===== config.mk =====
export PLATFORM = sky130hd
export DESIGN_NAME = conv_row_feeder_flat
export DESIGN_NICKNAME = d
export VERILOG_FILES = /design/src/rtl/conv_row_feeder_if.sv /design/src/rtl/conv_row_feeder.sv /design/src/flat_wrapper.sv
export SDC_FILE = /design/constraint.sdc
export NUM_CORES = 1
export LEC_CHECK = 0
export ABC_CLOCK_PERIOD_IN_PS = 3300
export BUFFER_PORTS_ARGS = -buffer_cell sky130_fd_sc_hd__clkbuf_2
export CORE_MARGIN = 1.5
export CORE_UTILIZATION = 61
export CTS_BUF_LIST = sky130_fd_sc_hd__clkbuf_4
export DETAILED_ROUTE_END_ITERATION = 6
export HOLD_SLACK_MARGIN = 0.03
export PLACE_DENSITY = 0.81
export SETUP_SLACK_MARGIN = 0.02
export SLEW_MARGIN = 20
export SYNTH_ARGS = -nofsm -noshare
export SYNTH_HDL_FRONTEND = slang
export SYNTH_SLANG_ARGS = --single-unit

===== constraint.sdc =====
create_clock -name clk -period 3.3 [get_ports clk]
set_input_delay 0.165 -clock clk [delete_from_list [all_inputs] [get_ports clk]]
set_output_delay 0.165 -clock clk [all_outputs]
set_load 0.02 [all_outputs]

===== src/rtl/conv_row_feeder_if.sv =====
// conv_row_feeder_if: raster pixel input and column-triple output handshakes
interface conv_row_feeder_if;
  logic [7:0] pix_in;
  logic       pix_valid;
  logic       pix_ready;
  logic [7:0] R1;
  logic [7:0] R2;
  logic [7:0] R3;
  logic [7:0] col_idx;
  logic [7:0] row_idx;
  logic       row_valid;
  logic       row_ready;
  logic       frame_done;
  modport master (
    output pix_in, pix_valid, row_ready,
    input  pix_ready, R1, R2, R3, col_idx, row_idx, row_valid, frame_done
  );
  modport slave (
    input  pix_in, pix_valid, row_ready,
    output pix_ready, R1, R2, R3, col_idx, row_idx, row_valid, frame_done
  );
endinterface


===== src/rtl/conv_row_feeder.sv =====
// conv_row_feeder: turns a raster pixel stream into vertical 3-pixel column triples
module conv_row_feeder #(
  parameter int IMG_W = 8,
  parameter int IMG_H = 8
) (
  input logic              clk,
  input logic              reset,
  conv_row_feeder_if.slave io_bus
);
  localparam int CW = $clog2(IMG_W);
  localparam int RW = $clog2(IMG_H);
  typedef enum logic {FILL, STREAM} state_t;
  state_t        r_state, w_state_nx;
  logic [CW-1:0] r_col;
  logic [RW-1:0] r_row;
  logic [7:0]    r_lb1 [IMG_W];
  logic [7:0]    r_lb2 [IMG_W];
  logic [7:0]    r_r1, r_r2, r_r3, r_col_idx, r_row_idx;
  logic          r_row_valid, r_frame_done;
  logic          w_ready, w_accept, w_load, w_col_end, w_row_end;
  always_comb begin
    w_ready    = !reset && (r_state == FILL || !r_row_valid || io_bus.row_ready);
    w_accept   = io_bus.pix_valid && w_ready;
    w_load     = w_accept && r_state == STREAM;
    w_col_end  = r_col == CW'(IMG_W - 1);
    w_row_end  = r_row == RW'(IMG_H - 1);
    w_state_nx = r_state;
    if (w_accept && w_col_end)
      w_state_nx = (r_state == FILL && r_row == RW'(1)) ? STREAM :
                   (r_state == STREAM && w_row_end)     ? FILL   : r_state;
  end
  always_ff @(posedge clk)
    if (reset) r_state <= FILL;
    else       r_state <= w_state_nx;
  always_ff @(posedge clk)
    if (reset) begin
      r_col <= '0;
      r_row <= '0;
    end else if (w_accept) begin
      r_col <= w_col_end ? '0 : r_col + 1'b1;
      r_row <= !w_col_end ? r_row : w_row_end ? '0 : r_row + 1'b1;
    end
  // line buffers are deliberately unreset: FILL rewrites them before any read
  always_ff @(posedge clk)
    if (w_accept) begin
      r_lb1[r_col] <= r_lb2[r_col];
      r_lb2[r_col] <= io_bus.pix_in;
    end
  always_ff @(posedge clk)
    if (reset) begin
      r_r1         <= '0;
      r_r2         <= '0;
      r_r3         <= '0;
      r_col_idx    <= '0;
      r_row_idx    <= '0;
      r_row_valid  <= 1'b0;
      r_frame_done <= 1'b0;
    end else if (w_load) begin
      r_r1         <= r_lb1[r_col];
      r_r2         <= r_lb2[r_col];
      r_r3         <= io_bus.pix_in;
      r_col_idx    <= 8'(r_col);
      r_row_idx    <= 8'(r_row);
      r_row_valid  <= 1'b1;
      r_frame_done <= w_col_end && w_row_end;
    end else begin
      if (io_bus.row_ready) r_row_valid <= 1'b0;
      r_frame_done <= 1'b0;
    end
  assign io_bus.pix_ready  = w_ready;
  assign io_bus.R1         = r_r1;
  assign io_bus.R2         = r_r2;
  assign io_bus.R3         = r_r3;
  assign io_bus.col_idx    = r_col_idx;
  assign io_bus.row_idx    = r_row_idx;
  assign io_bus.row_valid  = r_row_valid;
  assign io_bus.frame_done = r_frame_done;
endmodule


===== src/flat_wrapper.sv =====
// flat-port wrapper written by rule: the top's interface ports become plain ports
module conv_row_feeder_flat 
#(
  parameter int IMG_W = 8,
  parameter int IMG_H = 8
)
  (clk, reset, io_bus_pix_in, io_bus_pix_valid, io_bus_row_ready, io_bus_pix_ready, io_bus_R1, io_bus_R2, io_bus_R3, io_bus_col_idx, io_bus_row_idx, io_bus_row_valid, io_bus_frame_done);
  conv_row_feeder_if io_bus_i ();
  input logic clk;
  input logic reset;
  input wire logic [$bits(io_bus_i.pix_in)-1:0] io_bus_pix_in;
  input wire logic [$bits(io_bus_i.pix_valid)-1:0] io_bus_pix_valid;
  input wire logic [$bits(io_bus_i.row_ready)-1:0] io_bus_row_ready;
  output wire logic [$bits(io_bus_i.pix_ready)-1:0] io_bus_pix_ready;
  output wire logic [$bits(io_bus_i.R1)-1:0] io_bus_R1;
  output wire logic [$bits(io_bus_i.R2)-1:0] io_bus_R2;
  output wire logic [$bits(io_bus_i.R3)-1:0] io_bus_R3;
  output wire logic [$bits(io_bus_i.col_idx)-1:0] io_bus_col_idx;
  output wire logic [$bits(io_bus_i.row_idx)-1:0] io_bus_row_idx;
  output wire logic [$bits(io_bus_i.row_valid)-1:0] io_bus_row_valid;
  output wire logic [$bits(io_bus_i.frame_done)-1:0] io_bus_frame_done;
  assign io_bus_i.pix_in = io_bus_pix_in;
  assign io_bus_i.pix_valid = io_bus_pix_valid;
  assign io_bus_i.row_ready = io_bus_row_ready;
  assign io_bus_pix_ready = io_bus_i.pix_ready;
  assign io_bus_R1 = io_bus_i.R1;
  assign io_bus_R2 = io_bus_i.R2;
  assign io_bus_R3 = io_bus_i.R3;
  assign io_bus_col_idx = io_bus_i.col_idx;
  assign io_bus_row_idx = io_bus_i.row_idx;
  assign io_bus_row_valid = io_bus_i.row_valid;
  assign io_bus_frame_done = io_bus_i.frame_done;
  conv_row_feeder #(.IMG_W(IMG_W), .IMG_H(IMG_H)) u_core (.clk(clk), .reset(reset), .io_bus(io_bus_i));
endmodule

### After elaboration in Yosys (flattened, before gate mapping)

Memories as Yosys holds them, arrays and structs flattened. A register that Yosys moved wholly into a read port is not among the register bits.
Cells that the tools add are included.
Widths: inputs -> output; s select.

* $add $sub $neg: 2
* reduce and logical (&&, ||, !) cells: 16
* bitwise logic cells: 2
* multiplexer cells: 10
* equal/unequal tests: 3

Operators by type and width (number)
* $mux 3: 4
* $logic_and 1x1->1: 7
* $add 3x1->3 const B: 2
* $eq 3x3->1 const B: 2
* $mux 1: 6
* $reduce_and 2->1: 2
* $reduce_bool 2->1: 2
* $eq 3x1->1 const B: 1
* $logic_not 1->1: 2
* $logic_or 1x1->1: 2
* $not 1->1: 2
* $reduce_or 2->1: 1

* bits of input ports: 12
* RAM bits: 128
* register bits: 31
* output and inout port bits: 43
* word-level logic and storage cells: 44
* memories kept: 2

Memories
* u_core.r_lb1: words 8, bits a word 8, read ports 1, clocked after memory_dff 1, wr ports 1, RTL line conv_row_feeder.sv:16 `logic [7:0] r_lb1 [IMG_W];`
* u_core.r_lb2: words 8, bits a word 8, read ports 1, clocked after memory_dff 1, wr ports 1, RTL line conv_row_feeder.sv:17 `logic [7:0] r_lb2 [IMG_W];`

### Longest topological paths before layout

Gate-level depths: netlist of run 1.

* depth after elaboration: 8
* depth in mapped cells: 6
* gate-level depth less buffers: 6

### Worst setup path after synthesis of run 1

OpenSTA, ideal clock, no wires.

* path kind: register -> register
* from: register u_core.r_row_valid (netlist: u_core.io_bus.row_valid)
* to: memory u_core.r_lb1[0][0] (enable)
* path buffers: 1
* data required time: 2.870 ns
* setup slack: 0.217 ns
* library setup time: 0.430 ns
* clock period less this slack: 3.083 ns
* arrival time: 2.653 ns
* stages on the path, launching flop included: 5
* cell sequence: dfxtp_1 -> and3b_4 -> or3b_1 -> buf_6 -> nor4_1

* longest elaborated chain between the ends: 7

Ends and longest elaborated chain
* start, declared: RTL line conv_row_feeder.sv:19 `logic r_row_valid, r_frame_done;`
* start signal, assigned: RTL line conv_row_feeder.sv:56 `r_row_valid <= 1'b0;`
* start signal, assigned: RTL line conv_row_feeder.sv:64 `r_row_valid <= 1'b1;`
* start signal, assigned: RTL line conv_row_feeder.sv:67 `if (io_bus.row_ready) r_row_valid <= 1'b0;`
* $logic_not 1->1: RTL line conv_row_feeder.sv:22 `w_ready = !reset && (r_state == FILL || !r_row_valid || io_bus.row_ready);`
* $logic_or 1x1->1 (2 in a row): RTL line conv_row_feeder.sv:22
* $logic_and 1x1->1: RTL line conv_row_feeder.sv:22
* $logic_and 1x1->1: RTL line conv_row_feeder.sv:23 `w_accept = io_bus.pix_valid && w_ready;`
* $mux 1: RTL line conv_row_feeder.sv:45 `if (w_accept) begin`
* $mux 1 (not written as such): RTL line conv_row_feeder.sv:46 `r_lb1[r_col] <= r_lb2[r_col];`
* end, declared: RTL line conv_row_feeder.sv:16

Every way passes these cells.

### Worst setup path in the final report of run 1

* from: register u_core.r_col[1]
* to: memory u_core.r_lb2[3][0] (enable)

RTL lines
* start, declared: RTL line conv_row_feeder.sv:14 `logic [CW-1:0] r_col;`
* start signal, assigned: RTL line conv_row_feeder.sv:40 `r_col <= w_col_end ? '0 : r_col + 1'b1;`
* end, declared: RTL line conv_row_feeder.sv:17

Straight into the memory's write port.

==> reports/results.tsv, run 1 <==
metric	value	unit
layout net count	506	
Core Rows	37	
crit path max fanout	16	
vias in the first global route	3826	
Longest Clk Path Bufs	2	
drt wl/cell	20.4	µm
Clock Skew	0.0210	ns
Tmin final	2.33	ns
Leakage Power	2.44	nW
layout cells sized above 1	22.9	%
Final Slew Violations	0	
IO buf count	44	
Peak Freq	429	MHz
# Max-Cap Violations	0	
Synth cell types	41	
io pins	55	
Setup crit start kind	flip-flop	
Reg2Reg Depth	3	
CP Capture Type	flip-flop	
sum of negative setup slack	0	ns
HPWL Detailed	8.61	mm
Clock Pin Slew Worst Setup and Hold Paths	0.12	ns
drt total wl	13.0	mm
DR pass1 iterations	5	
hold depth	3	
initial core utilization	63.3	%
pin count of the biggest net entering global routing	33	
antenna viol nets, final	0	
Worst-Margin Slew	0.997	ns
Required @ worst endpoint	3.53	ns
dpl ws	0.936	ns
Final Hold Fails	0	
fin crit share	70.7	%
vias per cell	5.92	
Vias	3782	
# setup viols final	0	
die height	107	µm
Register Area	4690	µm²
Synth Area per Inst	15.2	µm²
total die area	11400	µm²
synthesized area	6570	µm²
synthesized flop and latch total	170	
Fill cells	714	
clock root buffer	clkbuf_4	
critical path type	flip-flop to flip-flop	
clock sink count	170	
final instance area	7270	µm²
WP data arrival	2.57	ns
RSZ-0062 raised after global routing	false	
Placed Cells	597	
H-tree Lvls	4	
GPL Wtd Cong	0.809	
outcome	completed	
Pwr Density	499	nW/µm²
register area share after synthesis	71.3	%
All-Layer GR Usage	24.7	%
DRC viols	0	
non-filler cells, final	639	
first-pass GRT wire length	20.4	mm
grt ovf	0	
Die X	107	µm
placed cell areas	6920	µm²
Mapped Cells	431	
post_cts resized	0	
Syn. warnings	0	
multi-input logic area	1740	µm²
Worst-Skew Late Latency	0.53	ns
worst rel slew slack	33.4	%
Num CTS Buffers	17	
CTS tree	built	
Syn-to-layout area delta	10.7	%
worst min-delay path category	input pin to flip-flop	
antenna violations before repair	1	
worst setup margin	0.967	ns
hold slack	0.110	ns
Detailed Route Iter0 Violations	283	
worst vdd ir	351	µV
Core Area	10400	µm²
## routing by layer
metal / vias up / track usage, % / part of all wire (%)
li1: 1745 / - / -
met1: 1840 / 30.6 / 40
met2: 181 / 41.6 / 52
met3: 16 / 6.75 / 6.9
met4: 0 / 9.43 / 1.5
met5: - / 0 / 0
## where the power goes
part / internal, mW / leakage [nW] / switching (mW) / total [mW]
clock network: 0.399 / 0.139 / 0.696 / 1.10
registers: 2.32 / 1.49 / 0.00891 / 2.33
logic: 0.0667 / 0.804 / 0.130 / 0.197
total: 2.79 / 2.44 / 0.835 / 3.63
## through the flow
| stage | power [mW] | util, % |
|---|---|---|
| 2_1_floorplan | 2.51 | - |
| 3_3_place_gp | 2.56 | 66.7 |
| 3_5_place_dp | 2.57 | 66.7 |
| 4_1_cts | 3.64 | 70.1 |
| 5_1_grt | 3.74 | 70.1 |
| 6_report | 3.63 | 70.1 |
## path summary, 6_finish.rpt
check / from / slack (ns) / endpoint
min: io_bus_pix_valid / 0.11 / u_core.r_col[2]
max reg2reg: u_core.r_col[1] / 0.97 / u_core.r_lb2[3][0]
min reg2reg: u_core.io_bus.row_idx[0] / 0.46 / u_core.io_bus.row_idx[0]
max: u_core.r_col[1] / 0.97 / u_core.r_lb2[3][0]
## cell families after synthesis
| logic type | synth area share, % |
|---|---|
| flip-flops | 71.3 |
| AND/OR/NAND/NOR | 6.71 |
| multiplexers | 10.7 |
| AO/OA/AOI/OAI | 7.18 |
| buffers and inverters | 3.09 |
| adder cells (fa/ha/maj) | 0.952 |
| other | 0.0571 |
## repair_timing
item | in CTS | in global routing
hold endpoints to repair | 73 | 0
setup endpoints to repair | 0 | 0
hold buffers | 9 | 0
buffers inserted | 0 | 0
## synthesized netlist by cell type, drive strengths merged
master	instances	area [µm²]
a211oi	1	7.51
a21oi	18	93.8
a221oi	8	120
a31o	1	8.76
and3	4	27.5
and3b	1	12.5
buf	22	146
clkbuf	13	48.8
clkinv	1	3.75
conb	1	3.75
dfxtp	42	841
edfxtp	128	3840
ha	5	62.6
inv	1	3.75
mux2	16	180
mux2i	50	500
mux4	1	22.5
nand2	35	131
nand2b	6	37.5
nand3	2	10.0
nand3b	1	7.51
nor2	16	60.1
nor2b	2	15.0
nor3	19	100
nor4	1	6.26
o21ai	1	5.00
o221a	8	90.1
o22ai	22	138
o2bb2ai	1	8.76
or2	1	6.26
or3	1	6.26
or3b	2	20.0
## worst max-delay path, cell delays in order, from the launching register on
cell and delay (ns):
dfxtp_1 0.77, nand3_1 0.30, nor2_1 0.67, buf_4 0.31
## placed cells by master (no fill, tap or decap), drive strengths merged, types with 2 or more instances in the layout
cell and count:
mux2 16, clkinv 6, or3b 2, nor2b 2, a21oi 18, a221oi 8, dlygate4sd3 9, and3 4
clkinvlp 3, dfxtp 42, buf 12, nor2 16, nand3 2, conb 10, edfxtp 128, nand2 35
clkbuf 63, nor3 19, mux2i 50, o221a 8, nand2b 6, inv 5, ha 5, o22ai 22
## layout make-up
| type | instances | share of cell area, % |
|---|---|---|
| inverters | 2 | 0.103 |
| flip-flops and latches | 170 | 64.4 |
| repair buffers | 65 | 5.51 |
| well taps | 136 | 2.34 |
| multi-input cells | 233 | 24.0 |
| clock buffers | 19 | 1.96 |
| diodes | 1 | 0.0344 |
| clock inverters | 13 | 1.67 |
## registers in the layout, indices dropped and copies added (netlist names), 8 cells and up, named ones only
| name | cells |
|---|---|
| u_core.r_lb1 | 64 |
| u_core.r_lb2 | 64 |
| u_core.io_bus.R1 | 8 |
| u_core.io_bus.R2 | 8 |
| u_core.io_bus.R3 | 8 |
No activity file was read; power rests on OpenSTA's default activity.
==> run 2, diff against run 1 <==
--- a/config.mk
+++ b/config.mk
@@ -5,14 +5,14 @@
 export SDC_FILE = /design/constraint.sdc
 export NUM_CORES = 1
 export LEC_CHECK = 0
-export ABC_CLOCK_PERIOD_IN_PS = 3300
+export ABC_CLOCK_PERIOD_IN_PS = 2000
 export BUFFER_PORTS_ARGS = -buffer_cell sky130_fd_sc_hd__clkbuf_2
 export CORE_MARGIN = 1.5
-export CORE_UTILIZATION = 61
+export CORE_UTILIZATION = 56
 export CTS_BUF_LIST = sky130_fd_sc_hd__clkbuf_4
 export DETAILED_ROUTE_END_ITERATION = 6
 export HOLD_SLACK_MARGIN = 0.03
-export PLACE_DENSITY = 0.81
+export PLACE_DENSITY = 0.78
 export SETUP_SLACK_MARGIN = 0.02
 export SLEW_MARGIN = 20
 export SYNTH_ARGS = -nofsm -noshare
==> constraint.sdc (replaced) <==
create_clock -name clk -period 2 [get_ports clk]
set_input_delay 0.1 -clock clk [delete_from_list [all_inputs] [get_ports clk]]
set_output_delay 0.1 -clock clk [all_outputs]
set_load 0.02 [all_outputs]
==> run 2 against run 1 <==
Clock skew down 0.0069 ns; first-iteration DRC count down 16%; routed wire length up 0.75%; register-to-register slack worse by 0.81 ns; sequential power up 65%; total power up 75%; final cell count up 3.1%; hold slack better by 0.27 ns; clock power up 97%; clock-buffer cell count down 1; via count down 1.9%; highest routed layer unchanged; non-clock buffer count up 14.
==> reports/results.tsv, run 2 (synthesis gave the netlist of run 1 again) <==
metric	value	unit
Power Total	6.35	mW
first-pass GRT wire length	20.1	mm
Longest Clk Path Bufs	2	
# setup viols final	0	
clock share of power	34.1	%
Num CTS Buffers	17	
RSZ-0062 raised after global routing	false	
non-filler cells, final	659	
hold slack	0.377	ns
final instance area	7570	µm²
IO buf count	44	
Placed Cells	616	
sw frac	21.7	%
initial core utilization	57.5	%
Switching Power	1.38	mW
reg2reg end	u_core.r_lb2[4][2]	
Leakage Power	2.54	nW
vias per cell	5.63	
worst vdd ir	562	µV
io pins	55	
grt ovf	0	
clock root buffer	clkbuf_4	
Peak Freq	542	MHz
All-Layer GR Usage	22.3	%
met1 Usage GRT	27.5	%
HPWL Detailed	8.25	mm
critical path type	flip-flop to flip-flop	
Core Rows	39	
biggest regs	u_core.r_lb1: 64 flops, u_core.r_lb2: 64 flops	
antenna viol nets, final	0	
Final Slew Violations	0	
layout cells sized above 1	26.4	%
Final Hold Fails	0	
Setup crit start kind	flip-flop	
pin count of the biggest net entering global routing	33	
Vias	3711	
WP data arrival	2.13	ns
Reg power frac	60.6	%
WHS Endpoint	u_core.r_lb2[0][1]	
most frequent cells in the layout	edfxtp_1 (128), mux2i_1 (50), clkbuf_2 (44)	
CTS tree	built	
Pwr Density	839	nW/µm²
layout net count	520	
drt wl/cell	19.9	µm
Internal	4.97	mW
Clock Skew	0.0141	ns
Clock Pin Slew Worst Setup and Hold Paths	0.14	ns
Detailed Route Iter0 Violations	239	
met2 usage in global routing	38.0	%
DRC viols	0	
H-tree Lvls	4	
Die X	111	µm
Core Area	11400	µm²
Worst-Skew Late Latency	0.57	ns
Syn-to-layout area delta	15.2	%
Combinational Power Share	5.2	%
# Max-Cap Violations	0	
drt total wl	13.1	mm
crit path max fanout	16	
die height	111	µm
Required @ worst endpoint	2.28	ns
# diodes	0	
Tmin final	1.84	ns
outcome	completed	
DR pass1 iterations	4	
vias in the first global route	3706	
R2R Path Start	u_core.io_bus.row_valid	
worst hold path startpoint	io_bus_pix_in[1]	
hold depth	2	
placed cell areas	7120	µm²
CP Capture Type	flip-flop	
worst rel slew slack	43.8	%
GPL Wtd Cong	0.803	
clock sink count	170	
fin crit share	92.2	%
final design utilization	66.3	%
met3 Track Usage GR	4.87	%
Reg2Reg Setup Slack	0.16	ns
antenna violations before repair	0	
Reg2Reg Depth	5	
Top Usage Layer GRT	met2	
worst min-delay path category	input pin to flip-flop	
total die area	12400	µm²
Worst-Margin Slew	0.840	ns
commonest non-fill, non-tap cell in the layout	edfxtp_1	
==> run 2: cell count changes in the layout (fill, tap and decap cells not counted), moves of 3 or more <==
cell        change
buf_4           +7
buf_12          +5
nor2_1          -4
nor2_2          +4
nor3_2          -4
nor3_4          +4
bufinv_16       +3
clkinvlp_4      +3
==> run 2: what timing repair did <==
item                                    CTS  global route
buffers inserted                          0             0
endpoints found under the setup margin    0            19
hold endpoints to repair                 93             0
gates resized for setup                   0             3
hold buffers                             11             0
==> run 2: worst max-delay path, cell delays in order (launching register included) <==
cell and delay [ns]:
dfxtp_2 0.35, and3b_4 0.20, or3b_4 0.43, buf_4 0.19
nor3_4 0.20, buf_12 0.19
==> run 2: worst max path at each step <==
stage	slack, ns	from	cells past startpoint	to
after global placement	0.13	u_core.io_bus.row_valid	5	u_core.r_lb2[4][4]
after floorplan	-0.09	u_core.io_bus.row_valid	4	u_core.r_lb1[0][0]
final	0.16	u_core.io_bus.row_valid	5	u_core.r_lb2[4][2]
after global routing	0.06	flip-flop	5	u_core.io_bus.R2[4]
after detailed placement	0.09	u_core.io_bus.row_valid	5	u_core.r_lb2[4][4]
after CTS	0.07	u_core.io_bus.row_valid	5	u_core.r_lb2[4][6]
==> run 2: metrics by stage <==
step / setup slack, ns / setup TNS [ns]
finish: 0.156 / 0
floorplan: -0.0866 / -1.39
detailed placement: 0.0864 / 0
global placement: 0.129 / 0
CTS: 0.0656 / 0
global route: 0.0625 / 0
==> run 2: cell type report <==
type	instances	area [µm²]
Multi-Input combinational cell	233	1790
Clock buffer	18	135
Clock inverter	14	196
Inverter	2	7.51
Sequential cell	170	4690
Tap cell	143	179
Fill cell	807	3850
Timing Repair Buffer	79	573
==> run 2: per-layer routing <==
metal | vias to the layer above | wire length [µm]
li1 | 1777 | -
met3 | 24 | 779
met1 | 1801 | 5310
met4 | 0 | 342
met5 | - | 0
met2 | 109 | 6690
==> run 2: power by group through the flow <==
stage | clock network (mW) | logic [mW] | registers [mW]
CTS | 2.20 | 0.332 | 3.85
global placement | 0 | 0.303 | 3.93
finish | 2.17 | 0.333 | 3.85
detailed placement | 0 | 0.314 | 3.93
floorplan | 0 | 0.235 | 3.92
global route | 2.33 | 0.357 | 3.85
==> run 3, diff against run 2 <==
--- a/config.mk
+++ b/config.mk
@@ -5,14 +5,15 @@
 export SDC_FILE = /design/constraint.sdc
 export NUM_CORES = 1
 export LEC_CHECK = 0
-export ABC_CLOCK_PERIOD_IN_PS = 2000
 export BUFFER_PORTS_ARGS = -buffer_cell sky130_fd_sc_hd__clkbuf_2
+export CELL_PAD_IN_SITES_DETAIL_PLACEMENT = 1
+export CELL_PAD_IN_SITES_GLOBAL_PLACEMENT = 1
 export CORE_MARGIN = 1.5
-export CORE_UTILIZATION = 56
+export CORE_UTILIZATION = 47
 export CTS_BUF_LIST = sky130_fd_sc_hd__clkbuf_4
 export DETAILED_ROUTE_END_ITERATION = 6
 export HOLD_SLACK_MARGIN = 0.03
-export PLACE_DENSITY = 0.78
+export PLACE_DENSITY_LB_ADDON = 0.1
 export SETUP_SLACK_MARGIN = 0.02
 export SLEW_MARGIN = 20
 export SYNTH_ARGS = -nofsm -noshare
==> run 3 against run 2 <==
Maximum frequency is 3.4% lower; clock-buffer cell count is 1 higher; clock skew is 0.0062 ns higher; worst setup slack worse by 0.064 ns; die area is 19% higher; cell area is 0.45% higher; sequential cell count stayed put; routed wire length is 14% higher; final cell count is 6.7% higher; global-route usage is 0.40 points lower; largest power group unchanged.
==> reports/results.tsv, run 3 (synthesis gave the netlist of run 1 again) <==
metric	value	unit
Setup Fix Bufs, Post-CTS	0	
worst setup margin	0.0915	ns
total die area	14700	µm²
commonest non-fill, non-tap cell in the layout	edfxtp_1	
critical path type	flip-flop to flip-flop	
final design utilization	55.2	%
initial core utilization	47.7	%
Longest Clk Path Bufs	2	
clock sink count	170	
CTS tree	built	
DRC viols	0	
first-pass GRT wire length	22.8	mm
Vias	3787	
HPWL Detailed	9.76	mm
GPL Wtd Cong	0.739	
H-tree Lvls	4	
antenna viol nets, final	0	
Crit-path slowest cell	dfxtp_1	
# Max-Cap Violations	0	
Critical Path Stages	5	
layout net count	526	
layout cells sized above 1	26.6	%
Worst-Margin Slew	0.957	ns
Die X	121	µm
Placed Cells	660	
All-Layer GR Usage	21.9	%
Setup crit start kind	flip-flop	
Core Rows	43	
Required @ worst endpoint	2.26	ns
Worst-Skew Late Latency	0.56	ns
dpl ws	0.0415	ns
met1 Usage GRT	29.5	%
max incr delay on CP	0.37	ns
Detailed Route Iter0 Violations	229	
worst vdd ir	502	µV
drt total wl	15.0	mm
clock root buffer	clkbuf_4	
cell seen most often among critical-path stages	buf_4	
Clock Skew	0.0203	ns
Clock Pin Slew Worst Setup and Hold Paths	0.12	ns
DR pass1 iterations	4	
vias in the first global route	3853	
CP cell instances	and3b_4 > or3b_1 > buf_4 > nor4_4 > buf_4	
Pwr Density	818	nW/µm²
Reg2Reg Depth	5	
hold depth	3	
pin count of the biggest net entering global routing	33	
Top Usage Layer GRT	met2	
Core Area	13800	µm²
io pins	55	
crit path max fanout	9	
Final Hold Fails	0	
Power Total	6.22	mW
Final Slew Violations	0	
IO buf count	44	
antenna violations before repair	1	
worst rel slew slack	36.0	%
die height	121	µm
outcome	completed	
WP data arrival	2.16	ns
fin crit share	95.4	%
non-filler cells, final	703	
biggest regs	u_core.r_lb1: 64 flops, u_core.r_lb2: 64 flops	
drt wl/cell	21.3	µm
Num CTS Buffers	17	
met2 usage in global routing	35.5	%
RSZ-0062 raised after global routing	true	
CP Capture Type	flip-flop	
CP bufs+invs	2	
vias per cell	5.39	
Peak Freq	524	MHz
Leakage Power	2.57	nW
worst min-delay path category	input pin to flip-flop	
most frequent cells in the layout	edfxtp_1 (128), mux2i_1 (50), clkbuf_2 (44)	
Tmin final	1.91	ns
# setup viols final	0	
Syn-to-layout area delta	15.8	%
grt ovf	0	
met3 Track Usage GR	4.65	%
delay-heaviest family, CP	simple AND/OR/NAND/NOR gates	
## run 3: changes by cell type in the layout (fill, tap and decap cells not counted), sizes merged
cell | previous run | this run
dlygate4sd3 | 11 | 10
clkinvlp | 6 | 1
inv | 3 | 2
buf | 24 | 31
clkinv | 3 | 9
bufinv | 4 | 3
diode | 0 | 1
clkbuf | 62 | 63
## run 3: power by group
part	internal (mW)	total [mW]	switching [mW]
Sequential	3.83	3.85	0.0118
Combinational	0.134	0.351	0.216
Clock	0.887	2.02	1.13
## run 3: metrics by stage
stage / area (µm²) / setup TNS (ns) / hold slack (ns)
after floorplan: 6680 / -1.39 / 0.199
after global placement: 7200 / 0 / 0.398
after detailed placement: 7200 / 0 / 0.427
after CTS: 7590 / 0 / 0.0534
after global routing: 7600 / 0 / 0.0751
final: 7600 / 0 / 0.0933
## run 3: layout make-up
class                           count  area (µm²)
Clock inverter                     13         154
Inverter                            2        7.51
Tap cell                          180         225
Sequential cell                   170        4690
Timing Repair Buffer               85         591
Clock buffer                       19         143
Antenna cell                        1        2.50
Multi-Input combinational cell    233        1790
Fill cell                        1378        6170
## run 3: timing repair
item	in CTS	in global routing
endpoints found under the hold margin	75	0
endpoints found under the setup margin	0	8
gates resized for setup	0	2
hold buffers	10	0
## run 3: worst reg2reg max path, stage by stage (launching register included)
cell and delay [ns]:
dfxtp_1 0.37, and3b_4 0.21, or3b_1 0.34, buf_4 0.20
nor4_4 0.25, buf_4 0.25
## run 3: routing by layer
| metal | vias up | part of all wire, % |
|---|---|---|
| met5 | - | 0 |
| met4 | 0 | 1.5 |
| met3 | 15 | 3.7 |
| met2 | 83 | 49 |
| met1 | 1909 | 46 |
| li1 | 1780 | - |
## run 3: path summary, 6_finish.rpt
| check | slack (ns) | end | startpoint |
|---|---|---|---|
| max | 0.09 | u_core.r_lb1[0][5] | u_core.r_state |
| min | 0.09 | u_core.r_row[0] | reset |
| min reg2reg | 0.47 | u_core.io_bus.col_idx[0] | u_core.io_bus.col_idx[0] |
| max reg2reg | 0.09 | u_core.r_lb1[0][5] | u_core.r_state |
